--- src/rtl/fifo_rd_stream_pkg.sv ---
// Shared constants, state encoding and helpers for the FIFO read-side drain controller.
package fifo_rd_stream_pkg;

   localparam int unsigned DEF_DATA_W  = 32;
   localparam int unsigned DEF_PKT_LEN = 4;
   localparam int unsigned DEF_CNT_W   = 16;

   typedef logic [1:0] state_t;

   localparam state_t ST_IDLE  = 2'd0;
   localparam state_t ST_RUN   = 2'd1;
   localparam state_t ST_DRAIN = 2'd2;

   // Beat counter width; a single-word packet still needs a 1-bit register.
   function automatic int unsigned beat_width(input int unsigned pkt_len);
      return (pkt_len > 1) ? $clog2(pkt_len) : 1;
   endfunction

endpackage

--- src/rtl/stream_skid_buf.sv ---
// Two-entry register buffer; head is always the oldest word. Push and pop may coincide
// at any occupancy, so a full buffer can stream at one word per cycle.
module stream_skid_buf
   import fifo_rd_stream_pkg::*;
#(
   parameter int unsigned DATA_W = DEF_DATA_W
) (
   input  logic              i_rdclk,
   input  logic              i_aclr,
   input  logic              i_push,
   input  logic [DATA_W-1:0] i_push_data,
   input  logic              i_pop,
   output logic [1:0]        o_occ,
   output logic [DATA_W-1:0] o_head_data
);

   logic [1:0]        r_occ;
   logic [DATA_W-1:0] r_head;
   logic [DATA_W-1:0] r_tail;
   logic              w_pop;

   // Popping an empty buffer is meaningless; ignore it rather than underflow.
   assign w_pop = i_pop & (r_occ != 2'd0);

   // Occupancy and storage update for push, pop, or both.
   always_ff @(posedge i_rdclk or posedge i_aclr) begin
      if (i_aclr) begin
         r_occ  <= 2'd0;
         r_head <= '0;
         r_tail <= '0;
      end else begin
         case ({i_push, w_pop})
            2'b10: begin
               if (r_occ == 2'd0) begin
                  r_head <= i_push_data;
                  r_occ  <= 2'd1;
               end else if (r_occ == 2'd1) begin
                  r_tail <= i_push_data;
                  r_occ  <= 2'd2;
               end
            end
            2'b01: begin
               if (r_occ == 2'd2) begin
                  r_head <= r_tail;
               end
               r_occ <= r_occ - 2'd1;
            end
            2'b11: begin
               if (r_occ == 2'd1) begin
                  r_head <= i_push_data;
               end else begin
                  r_head <= r_tail;
                  r_tail <= i_push_data;
               end
            end
            default: ;
         endcase
      end
   end

   assign o_occ       = r_occ;
   assign o_head_data = r_head;

endmodule

--- src/rtl/fifo_rd_stream.sv ---
// Drains a non-showahead FIFO read port into a valid/ready stream with packet framing.
// rdreq looks at this cycle's pop so a full buffer still reads every cycle.
module fifo_rd_stream
   import fifo_rd_stream_pkg::*;
#(
   parameter int unsigned DATA_W  = DEF_DATA_W,
   parameter int unsigned PKT_LEN = DEF_PKT_LEN,
   parameter int unsigned CNT_W   = DEF_CNT_W
) (
   input  logic              i_rdclk,
   input  logic              i_aclr,
   input  logic              i_enable,
   input  logic              i_rdempty,
   output logic              o_rdreq,
   input  logic [DATA_W-1:0] i_q,
   output logic              o_m_valid,
   input  logic              i_m_ready,
   output logic [DATA_W-1:0] o_m_data,
   output logic              o_m_last,
   output logic [CNT_W-1:0]  o_pkt_count,
   output logic              o_busy
);

   localparam int unsigned       BEAT_W    = beat_width(PKT_LEN);
   localparam logic [BEAT_W-1:0] LAST_BEAT = BEAT_W'(PKT_LEN - 1);

   state_t             r_state;
   state_t             w_state_nxt;
   logic               r_inflight;
   logic [BEAT_W-1:0]  r_beat;
   logic [CNT_W-1:0]   r_pkt_count;

   logic [1:0]         w_occ;
   logic [DATA_W-1:0]  w_head;
   logic               w_valid;
   logic               w_pop;
   logic               w_last;
   logic               w_rdreq;
   logic [2:0]         w_outstanding;

   assign w_valid = (w_occ != 2'd0);
   assign w_pop   = w_valid & i_m_ready;
   assign w_last  = w_valid & (r_beat == LAST_BEAT);

   // Words held or on their way once this cycle's pop is taken out; never exceeds 2.
   assign w_outstanding = {1'b0, w_occ} + {2'b00, r_inflight} - {2'b00, w_pop};
   assign w_rdreq       = (r_state == ST_RUN) & ~i_rdempty & (w_outstanding < 3'd2);

   // Next-state logic; re-enable during drain wins over going idle.
   always_comb begin
      w_state_nxt = r_state;
      case (r_state)
         ST_IDLE: begin
            if (i_enable) w_state_nxt = ST_RUN;
         end
         ST_RUN: begin
            if (!i_enable) w_state_nxt = ST_DRAIN;
         end
         ST_DRAIN: begin
            if (i_enable) begin
               w_state_nxt = ST_RUN;
            end else if ((w_occ == 2'd0) && !r_inflight) begin
               w_state_nxt = ST_IDLE;
            end
         end
         default: w_state_nxt = ST_IDLE;
      endcase
   end

   // State register and in-flight read flag (q arrives the cycle after rdreq).
   always_ff @(posedge i_rdclk or posedge i_aclr) begin
      if (i_aclr) begin
         r_state    <= ST_IDLE;
         r_inflight <= 1'b0;
      end else begin
         r_state    <= w_state_nxt;
         r_inflight <= w_rdreq;
      end
   end

   // Packet framing: beat survives enable drops, only a last-word pop closes a packet.
   always_ff @(posedge i_rdclk or posedge i_aclr) begin
      if (i_aclr) begin
         r_beat      <= '0;
         r_pkt_count <= '0;
      end else if (w_pop) begin
         if (w_last) begin
            r_beat      <= '0;
            r_pkt_count <= r_pkt_count + CNT_W'(1);
         end else begin
            r_beat <= r_beat + BEAT_W'(1);
         end
      end
   end

   stream_skid_buf #(
      .DATA_W (DATA_W)
   ) u_buf (
      .i_rdclk     (i_rdclk),
      .i_aclr      (i_aclr),
      .i_push      (r_inflight),
      .i_push_data (i_q),
      .i_pop       (w_pop),
      .o_occ       (w_occ),
      .o_head_data (w_head)
   );

   assign o_rdreq     = w_rdreq;
   assign o_m_valid   = w_valid;
   assign o_m_data    = w_head;
   assign o_m_last    = w_last;
   assign o_pkt_count = r_pkt_count;
   assign o_busy      = (r_state != ST_IDLE);

endmodule

--- config.mk ---
export PLATFORM = sky130hd
export DESIGN_NAME = fifo_rd_stream
export DESIGN_NICKNAME = d
export VERILOG_FILES = /design/src/rtl/fifo_rd_stream_pkg.sv /design/src/rtl/stream_skid_buf.sv /design/src/rtl/fifo_rd_stream.sv
export SDC_FILE = /design/constraint.sdc
export NUM_CORES = 1
export LEC_CHECK = 0
export ABC_AREA = 1
export CAP_MARGIN = 0
export CORE_ASPECT_RATIO = 0.8
export CORE_MARGIN = 2
export CORE_UTILIZATION = 54
export CTS_CLUSTER_DIAMETER = 100
export CTS_CLUSTER_SIZE = 28
export DETAILED_ROUTE_END_ITERATION = 16
export GPL_TIMING_DRIVEN = 0
export PLACE_DENSITY = 0.8
export RECOVER_POWER = 50
export SYNTH_ARGS = -nofsm -noshare
export SYNTH_HDL_FRONTEND = slang
export SYNTH_HIERARCHICAL = 1
export SYNTH_SLANG_ARGS = --single-unit
--- constraint.sdc ---
create_clock -name i_rdclk -period 2.3 [get_ports i_rdclk]
set_input_delay 0.345 -clock i_rdclk [delete_from_list [all_inputs] [get_ports i_rdclk]]
set_output_delay 0.345 -clock i_rdclk [all_outputs]
set_load 0.005 [all_outputs]
==> qor.json <==
{
  "run_status": {"value": "finished, violations left"},
  "muxShareOfSynthArea": {"value": 0},
  "cts_buffer_depth": {"value": 2},
  "yosysSeqAreaShare": {"value": 0.398},
  "rsz0062_at_grt": {"value": "yes"},
  "worstSetupPathType": {"value": "flip-flop to output pin"},
  "leakagePower": {"value": 3.75, "unit": "nW"},
  "finalMaxSlewViolations": {"value": 0},
  "yosys.cell_types.count": {"value": 30},
  "crit_path_max_fanout": {"value": 4},
  "adder_cell_area_share_of_the_yosys_netlist": {"value": 0.0174},
  "clk_pin_slew_worst_paths": {"value": 0.06, "unit": "ns"},
  "floorplan.initialDensity": {"value": 0.560},
  "drt-initial-drc-count": {"value": 463},
  "drt-wirelength-per-cell": {"value": 13.0, "unit": "um"},
  "synth_top_cells_by_area": {"value": "dfrtp_1 (40%), nand2_1 (31%), inv_1 (6.5%), nor2_1 (5.1%), nand3_1 (3.7%)"},
  "vdd_ir_drop_max": {"value": 0.723, "unit": "mV"},
  "most-common-layout-cells": {"value": "nand2_1 (446), inv_1 (92), clkdlybuf4s50_1 (86), dfrtp_1 (86), nor2_1 (74)"},
  "layout.nets": {"value": 1013},
  "chipHeight": {"value": 94.1, "unit": "um"},
  "rrSetupSlack": {"value": 0.28, "unit": "ns"},
  "number_of_endpoints_failing_setup_at_the_final_stage": {"value": 1},
  "pwr_density_cell": {"value": 1260, "unit": "nW/um2"},
  "gr-usage-all-layers": {"value": 0.278},
  "first_pass_iters": {"value": 5},
  "grt_pass1_wl": {"value": 23.9, "unit": "mm"},
  "net_switching": {"value": 3.62, "unit": "mW"},
  "timing.slew.headroom": {"value": 0.442},
  "detail-route-antenna-nets": {"value": 0},
  "net_count_after_synthesis": {"value": 909},
  "fin_util": {"value": 0.708},
  "p_seq_frac": {"value": 0.308},
  "max_clock_freq": {"value": 0.404, "unit": "GHz"},
  "final_critical_path_setup_slack": {"value": -0.173, "unit": "ns"},
  "power.clock.fraction": {"value": 0.182},
  "netlist.top_cell.by_area": {"value": "dfrtp_1"},
  "synth-simple-area-share": {"value": 0.435},
  "layout_area_overhead": {"value": 26.4, "unit": "%"},
  "timing.critical_path.required": {"value": 1.96, "unit": "ns"},
  "synth_xor_xnor_area_share": {"value": 0.00960},
  "startpoint_type": {"value": "flip-flop"},
  "clockRootBuffer": {"value": "clkbuf_16"},
  "p_int": {"value": 5.07, "unit": "mW"},
  "tightest_slew": {"value": 0.837, "unit": "ns"},
  "post-route-period-util": {"value": 1.08},
  "count_of_synthesis_stage_warnings_from_yosys": {"value": 6},
  "overflow": {"value": 0},
  "design.die.area": {"value": 11000, "unit": "um2"},
  "hp-class": {"value": "flip-flop to flip-flop"},
  "power.share.switching": {"value": 0.417},
  "netlist_area": {"value": 5470, "unit": "um2"},
  "synth_compound_gate_area_share": {"value": 0.0368},
  "clkLatencyLatePin": {"value": 0.34, "unit": "ns"},
  "grt_max_degree": {"value": 67},
  "violations_in_the_final_reports": {"value": "setup timing"},
  "grt_pass1_vias": {"value": 4990},
  "ant_diodes": {"value": 0},
  "worst-endpoint-arrival": {"value": 2.13, "unit": "ns"},
  "place.gp.congestion": {"value": 0.876},
  "dp_hpwl": {"value": 9.77, "unit": "mm"},
  "synth_area_per_cell": {"value": 6.33, "unit": "um2"},
  "tritoncts_num_sinks": {"value": 87},
  "finalWorstPathRequiredPeriod": {"value": 2.47, "unit": "ns"},
  "post-route-cell-area": {"value": 6920, "unit": "um2"},
  "floorplan.core_area": {"value": 9770, "unit": "um2"},
  "place.port_buffers": {"value": 88},
  "finalHoldViolCount": {"value": 0},
  "top_level_ports": {"value": 89},
  "yosys.area.top_type_share": {"value": 0.398},
  "instance_count_of_the_mapped_netlist": {"value": 865},
  "layout-drive-gt1-share": {"value": 0.0749},
  "final.setup_skew": {"value": 0.00739, "unit": "ns"},
  "number_of_buffers_created_by_cts": {"value": 9},
  "placed_cell_area": {"value": 6530, "unit": "um2"},
  "comb_power_share": {"value": 0.509},
  "worstSetupEndpointType": {"value": "output pin"},
  "num_vias": {"value": 5560},
  "antenna_violations_before_repair": {"value": 0},
  "postSynthRegisterBits": {"value": 87},
  "cts-htree-levels": {"value": 3},
  "wirelength": {"value": 14.4, "unit": "mm"},
  "hold-worst-slack": {"value": 0.476, "unit": "ns"},
  "row_count": {"value": 32},
  "dominant_combinational_cell_family_by_area_after_synthesis": {"value": "simple AND/OR/NAND/NOR gates"},
  "chipWidth": {"value": 117, "unit": "um"},
  "tritoncts": {"value": "done"},
  "max_cap_violations": {"value": 0},
  "drcViolationCount": {"value": 0},
  "drt-vias-per-instance": {"value": 5.01},
  "commonest_non_fill_non_tap_cell_in_the_layout": {"value": "nand2_1"}
}
cell families after synthesis:
family	after synthesis
AOI/OAI and AO/OA	39
and+or+nand+nor	589
DFF	87
xor gates and xnor gates	6
adders and majority gates	7
buffers and inverters	137
worst max-delay path: stages (launching register included):
cell and delay, ns:
dfrtp_1 0.36, inv_2 0.08, nand2_4 0.09, nand2_4 0.05, inv_2 0.08, nand2_2 0.07
o21ai_2 0.06, nand2_1 0.08, fa_2 0.53, nand2_2 0.06, nor4_4 0.17, buf_2 0.16
final cells by class:
type | count | area [um2]
buffer | 38 | 191
clock buffer | 13 | 260
clock inverter | 3 | 65.1
tap | 136 | 170
timing repair buffer | 93 | 912
multi-input combinational | 641 | 2770
sequential | 87 | 2180
fill | 889 | 2850
inverter | 99 | 377
sequential cells by signal, summed over array words and instances (netlist names):
| name | flops |
|---|---|
| u_buf/o_head_data | 32 |
| u_buf/r_tail | 32 |
| o_pkt_count | 16 |
| r_beat | 2 |
| r_state | 2 |
| u_buf/o_occ | 2 |
| r_inflight | 1 |
layer usage:
| metal | vias to the layer above | wire length [um] | track usage |
|---|---|---|---|
| li1 | 2816 | - | - |
| met1 | 2511 | 6850 | 0.407 |
| met2 | 214 | 6340 | 0.429 |
| met3 | 19 | 1060 | 0.0458 |
| met4 | 0 | 193 | 0.0765 |
| met5 | - | 0 | 0 |
synthesized netlist by cell type (all sizes together):
cell	instances
inv	99
o21a	1
nand3b	4
o21ai	4
dfrtp	87
a21oi	34
nand2	452
xnor2	1
buf	28
nand3	42
nand4	8
clkbuf	10
nor3	2
fa	1
nor4	2
ha	6
xor2	5
nor2	79
per-stage QoR:
step | worst slack, ns | std cells | total power, mW | setup TNS (ns)
floorplan | 0.139 | 865 | 5.39 | 0
global placement | -0.993 | 1089 | 6.83 | -66.19
detailed placement | -0.970 | 1089 | 6.91 | -1.16
CTS | -0.168 | 1110 | 8.67 | -0.168
global route | -0.295 | 1110 | 9.46 | -0.295
finish | -0.173 | 1110 | 8.69 | -0.173
timing repair:
item,in CTS,in global routing
endpoints found under the setup margin,1,1
buffers inserted,5,0
hold buffers,0,0
pin swaps,3,0
gates resized for setup,14,3
power groups by stage:
stage,logic [mW],clock network (mW),registers (mW)
detailed placement,4.22,0,2.70
global placement,4.14,0,2.69
CTS,4.38,1.62,2.67
global route,5.03,1.67,2.76
floorplan,2.74,0,2.65
finish,4.43,1.58,2.68
path summary, 6_finish.rpt:
path | from | end | cells after the start
max reg2reg | u_buf/o_occ[1] | u_buf/r_tail[24] | 11
max | u_buf/o_occ[0] | o_rdreq | 11
min | u_buf/o_head_data[22] | u_buf/o_head_data[22] | 2
min in group asynchronous | i_aclr | o_pkt_count[1] | 2
max in group asynchronous | i_aclr | u_buf/o_occ[1] | 2
min reg2reg | u_buf/o_head_data[22] | u_buf/o_head_data[22] | 2
Power figures use the tool's default switching activity.
